**src/rtl/parity_stream.sv**
```systemverilog
// parity_stream: streaming parity generator/checker with one registered
// output stage and full backpressure.
//
// Every accepted word produces one output word that carries:
// - the word's own parity bit
// - the running parity of its frame, including this word
// - its saturating 1-based position within the frame
// - an optional mismatch flag, set on the last word of the frame
//
// Frames are delimited by in_last. The parity sense (mode_odd) and the check
// enable (chk_en) are captured on the first word of a frame and held until the
// frame closes.
//
// Handshake (valid/ready, both sides):
// - A transfer happens on a rising clk edge where valid and ready are both 1.
// - A producer that raises valid keeps valid and its payload stable until that
//   transfer happens.
// - in_ready = ~out_valid | out_ready. The block can take a new word in the
//   same cycle that the held word drains, so a full-rate stream sees no bubble.
//
// Ports:
//   clk, rst       rising-edge clock; asynchronous active-high reset
//   mode_odd       1 = odd parity, 0 = even (sampled on the first word)
//   chk_en         1 = compare in_par on the last word (sampled with mode_odd)
//   in_valid/in_ready/in_data/in_last/in_par   input word stream
//   out_valid/out_ready                        output handshake
//   out_data/out_last                          registered copies of the input
//   out_wpar       parity bit of this word alone
//   out_fpar       frame parity over all words so far, including this one
//   out_err        frame parity mismatch on the last word (checking enabled)
//   out_cnt        1-based word index within the frame, saturating
//   state_dbg      current frame state (0 = IDLE, 1 = FRAME)
module parity_stream #(
  parameter int WIDTH = 8,
  parameter int CNT_W = 8
) (
  input  logic             clk,
  input  logic             rst,
  input  logic             mode_odd,
  input  logic             chk_en,
  input  logic             in_valid,
  output logic             in_ready,
  input  logic [WIDTH-1:0] in_data,
  input  logic             in_last,
  input  logic             in_par,
  output logic             out_valid,
  input  logic             out_ready,
  output logic [WIDTH-1:0] out_data,
  output logic             out_wpar,
  output logic             out_last,
  output logic             out_fpar,
  output logic             out_err,
  output logic [CNT_W-1:0] out_cnt,
  output logic             state_dbg
);

  typedef enum logic {
    IDLE  = 1'b0,
    FRAME = 1'b1
  } state_t;

  state_t state, state_nxt;

  // Per-frame context: latched parity mode, check enable, running parity of
  // the data bits (mode not yet applied), and the word counter.
  logic             mode_q;
  logic             chk_q;
  logic             acc_q;
  logic [CNT_W-1:0] cnt_q;

  logic             accept;
  logic             first;
  logic             m_eff;
  logic             c_eff;
  logic             word_par;
  logic             acc_nxt;
  logic             fpar_nxt;
  logic             err_nxt;
  logic [CNT_W-1:0] cnt_nxt;

  assign in_ready  = ~out_valid | out_ready;
  assign accept    = in_valid & in_ready;
  assign state_dbg = state;

  always_comb begin
    state_nxt = state;
    first     = (state == IDLE);
    word_par  = ^in_data;
    // The first word of a frame uses the live mode/check inputs; later words
    // use the values captured when the frame opened.
    m_eff     = first ? mode_odd : mode_q;
    c_eff     = first ? chk_en : chk_q;
    acc_nxt   = first ? word_par : (acc_q ^ word_par);
    if (first) begin
      cnt_nxt = CNT_W'(1);
    end else if (&cnt_q) begin
      cnt_nxt = cnt_q;
    end else begin
      cnt_nxt = cnt_q + CNT_W'(1);
    end
    fpar_nxt  = acc_nxt ^ m_eff;
    err_nxt   = in_last & c_eff & (in_par != fpar_nxt);
    if (accept) begin
      state_nxt = in_last ? IDLE : FRAME;
    end
  end

  always_ff @(posedge clk or posedge rst) begin
    if (rst) begin
      state <= IDLE;
    end else begin
      state <= state_nxt;
    end
  end

  always_ff @(posedge clk or posedge rst) begin
    if (rst) begin
      mode_q <= 1'b0;
      chk_q  <= 1'b0;
      acc_q  <= 1'b0;
      cnt_q  <= '0;
    end else if (accept) begin
      acc_q <= acc_nxt;
      cnt_q <= cnt_nxt;
      if (first) begin
        mode_q <= mode_odd;
        chk_q  <= chk_en;
      end
    end
  end

  // Output stage: load on accept (which also covers a simultaneous drain);
  // otherwise a drain only clears out_valid and the payload holds.
  always_ff @(posedge clk or posedge rst) begin
    if (rst) begin
      out_valid <= 1'b0;
      out_data  <= '0;
      out_wpar  <= 1'b0;
      out_last  <= 1'b0;
      out_fpar  <= 1'b0;
      out_err   <= 1'b0;
      out_cnt   <= '0;
    end else if (accept) begin
      out_valid <= 1'b1;
      out_data  <= in_data;
      out_wpar  <= word_par ^ m_eff;
      out_last  <= in_last;
      out_fpar  <= fpar_nxt;
      out_err   <= err_nxt;
      out_cnt   <= cnt_nxt;
    end else if (out_ready) begin
      out_valid <= 1'b0;
    end
  end

endmodule

```
**config.mk**
```make
export PLATFORM = sky130hd
export DESIGN_NAME = parity_stream
export DESIGN_NICKNAME = d
export VERILOG_FILES = /design/src/rtl/parity_stream.sv
export SDC_FILE = /design/constraint.sdc
export NUM_CORES = 1
export LEC_CHECK = 0
export BUFFER_PORTS_ARGS = -buffer_cell sky130_fd_sc_hd__buf_2
export CAP_MARGIN = 20
export CORE_ASPECT_RATIO = 2
export CORE_MARGIN = 2
export CORE_UTILIZATION = 30
export DETAILED_ROUTE_END_ITERATION = 8
export HOLD_SLACK_MARGIN = 0.05
export PLACE_DENSITY = 0.48
export SYNTH_ARGS = -nofsm -noshare
export SYNTH_HDL_FRONTEND = slang
export SYNTH_SLANG_ARGS = --single-unit
```
**constraint.sdc**
```tcl
create_clock -name clk -period 4.1 [get_ports clk]
set_input_delay 0.615 -clock clk [delete_from_list [all_inputs] [get_ports clk]]
set_output_delay 0.615 -clock clk [all_outputs]
set_load 0.005 [all_outputs]
```
==> results.toml <==
[sta]
worstMarginPinSlew_ns = 0.945
fin_crit_sh_pct = 48.9
fin_setup_tns_ns = 0
hold_violations = 0
setup_violations = 0
period_minus_slack_ns = 2.00
rsz0062_at_grt = "no"
slew_headroom_pct = 36.9
final_max_slew_viol_count = 0
finClkSkew_ns = 0.00306
max_freq_mhz = 499
layout_setup_ws_ns = 2.10

[clocking]
cts_hold_buf = 0
cts-root-buf = "clkbuf_8"
clock-sinks = 25
cts_resized = 0
htree_levels = 1
worstSkewPairLatency_ns = 0.27
tritoncts = "done"
clkTransAtPathRegs_ns = 0.09
cts_inserted_buffers = 3
post-cts-setup-buffers = 0
clockBufferDepth = 2

[critical_path]
reg2reg_to = "cnt_q[0]"
cp-end-kind = "flip-flop"
cp.required_ns = 4.26
cp_max_fo = 8
ff2ff_path_depth = 4
r2r_slack_ns = 2.10
critical_path_class = "reg -> reg"
critPathSlowestCell = "o311ai_2"
crit_arrival_ns = 2.16
rr_startpoint = "cnt_q[0]"
start_kind = "flip-flop"
crit_chain = "ha_1 > nand3_1 > o311ai_2 > mux2_2"
crit_path_max_incr_delay_ns = 0.60

[job]
drv_cap = 0

[global_routing]
gr-total-overflow = 0
grtUsageTotal_pct = 12.3
grt_pass1_wl_um = 4260
antenna_found_initial = 0
grt_max_degree = 26
grt_pass1_vias = 917

[yosys]
netlist_area_um2 = 1210
synth_cells = 110
synth_cell_types = 24
synth_top_area_share_pct = 51.9
avgSynthCellArea_um2 = 11.0
ys_warn_count = 0
synth.area.top_cells = "dfrtp_1, mux2_2, xnor2_1"
synth_nets = 127
synth-seq-cells = 25
yosysSeqAreaShare_pct = 51.9
yosys.area.top_type = "dfrtp_1"

[cells_and_area]
area_delta_synth_final_pct = 23.8
num-nets-final = 167
fin_util_pct = 38.8
n_fill_cell = 422
insertedDiodeCount = 0
drive_gt1_share_pct = 36.2
layout_commonest_cell = "buf_2"
mostFrequentLayoutCells = "buf_2, dfrtp_1, nand2_1"
stdcell_area_um2 = 1490

[drt]
drt-total-wl_um = 2650
drt_iter0_markers = 8
drc = 0
avgRoutedWirePerCell_um = 13.2
vias_per_cell = 4.69
ant_nets = 0
vias = 937
first_pass_iters = 4

[die]
start_util_pct = 31.4
die_h_um = 93.7
dieArea_um2 = 4570
io_pins = 39
rows = 32
die_x_um = 48.8
core_um2 = 3840

[power]
power-per-cell-area_nw_per_um2 = 443
vdd_drop_max_mv = 0.245
p_leak_nw = 0.694

[placement]
io_buffers = 38
dpl-instance-area_um2 = 1450
place_congestion = 0.718
dp_slack_ns = 1.89
dp_hpwl_um = 2080

[min_path]
whs_path_depth = 2
min_delay_worst_endpoint = "out_wpar"
hold_class = "reg -> reg"
min-delay-start = "out_wpar"

[run_status]
status = "finished, final reports clean"
-- synth_stat cells (all sizes together) --
master   n
nor2     8
xnor2    8
nand2   15
o311ai   1
o31ai    2
inv      3
mux2    11
a32o     1
xor3     1
ha       1
nand2b   2
or3      2
and2     1
mux2i    3
nor3b    1
dfrtp   25
buf      1
nand4    2
clkbuf   2
xor2     4
nand3    3
a21oi    5
a31oi    1
o21ai    7
-- stage by stage --
step           cells  hold slack (ns)  total power, W
3_3_place_gp     196            0.458        0.000522
5_1_grt          200            0.525        0.000706
3_5_place_dp     196            0.475        0.000527
6_report         200            0.492        0.000662
4_1_cts          200            0.494        0.000672
2_1_floorplan    110            0.446        0.000449
-- cells by family (layout without fill, tap and decap cells) --
family / Yosys count / in the layout / share of synthesized area, %
AO/OA/AOI/OAI: 17 / 17 / 8.92
XOR/XNOR: 13 / 13 / 10.8
adder cells (fa/ha/maj): 1 / 1 / 1.04
buffers and inverters: 6 / 45 / 1.97
flip-flops: 25 / 25 / 51.9
multiplexers: 14 / 14 / 12.8
AND/OR/NAND/NOR: 34 / 34 / 12.7
-- how the worst max path moves through the flow --
stage	from	endpoint	cells past startpoint
detailed placement	in_data[1]	out_err	6
CTS	cnt_q[0]	cnt_q[0]	4
finish	cnt_q[0]	cnt_q[0]	4
floorplan	in_data[1]	out_err	5
global route	cnt_q[0]	cnt_q[2]	6
global placement	in_data[1]	out_err	6
-- flip-flops by register name, indices dropped and copies added (netlist names) --
register and flops:
state_dbg 1, out_fpar 1, out_err 1, out_data 8
acc_q 1, cnt_q 8, out_wpar 1, out_last 1
mode_q 1, chk_q 1, out_valid 1
-- critical path: cells and delay by family (launching register included) --
kind | cells | cell delay [ns]
mux | 1 | 0.40
simple gates | 1 | 0.22
fa+ha+maj | 1 | 0.24
flops | 1 | 0.44
compound gates | 1 | 0.60
-- layer usage --
layer  vias to the layer above  share of wire [%]  wire length, um  track usage [%]
met5                         -                  0                0                0
met4                         0                3.4               89             7.62
met3                         7                2.5               65             1.43
met2                        23                 59             1550             23.1
met1                       452                 35              939             12.6
li1                        455                  -                -                -
-- where the power goes --
part	switching (W)	internal [W]	total [W]
Clock	0.0000763	0.0000695	0.000146
Combinational	0.0000869	0.0000990	0.000186
Sequential	0.0000374	0.000293	0.000330
Total	0.000201	0.000461	0.000662
-- final cells by class --
type / count / area (um2) / share of cell area (%)
Sequential cell: 25 / 626 / 41.9
Multi-Input combinational cell: 79 / 557 / 37.3
Timing Repair Buffer: 38 / 190 / 12.7
Tap cell: 51 / 63.8 / 4.27
Clock buffer: 4 / 45.0 / 3.02
Inverter: 3 / 11.3 / 0.754
(Power assumes the default switching activity.)
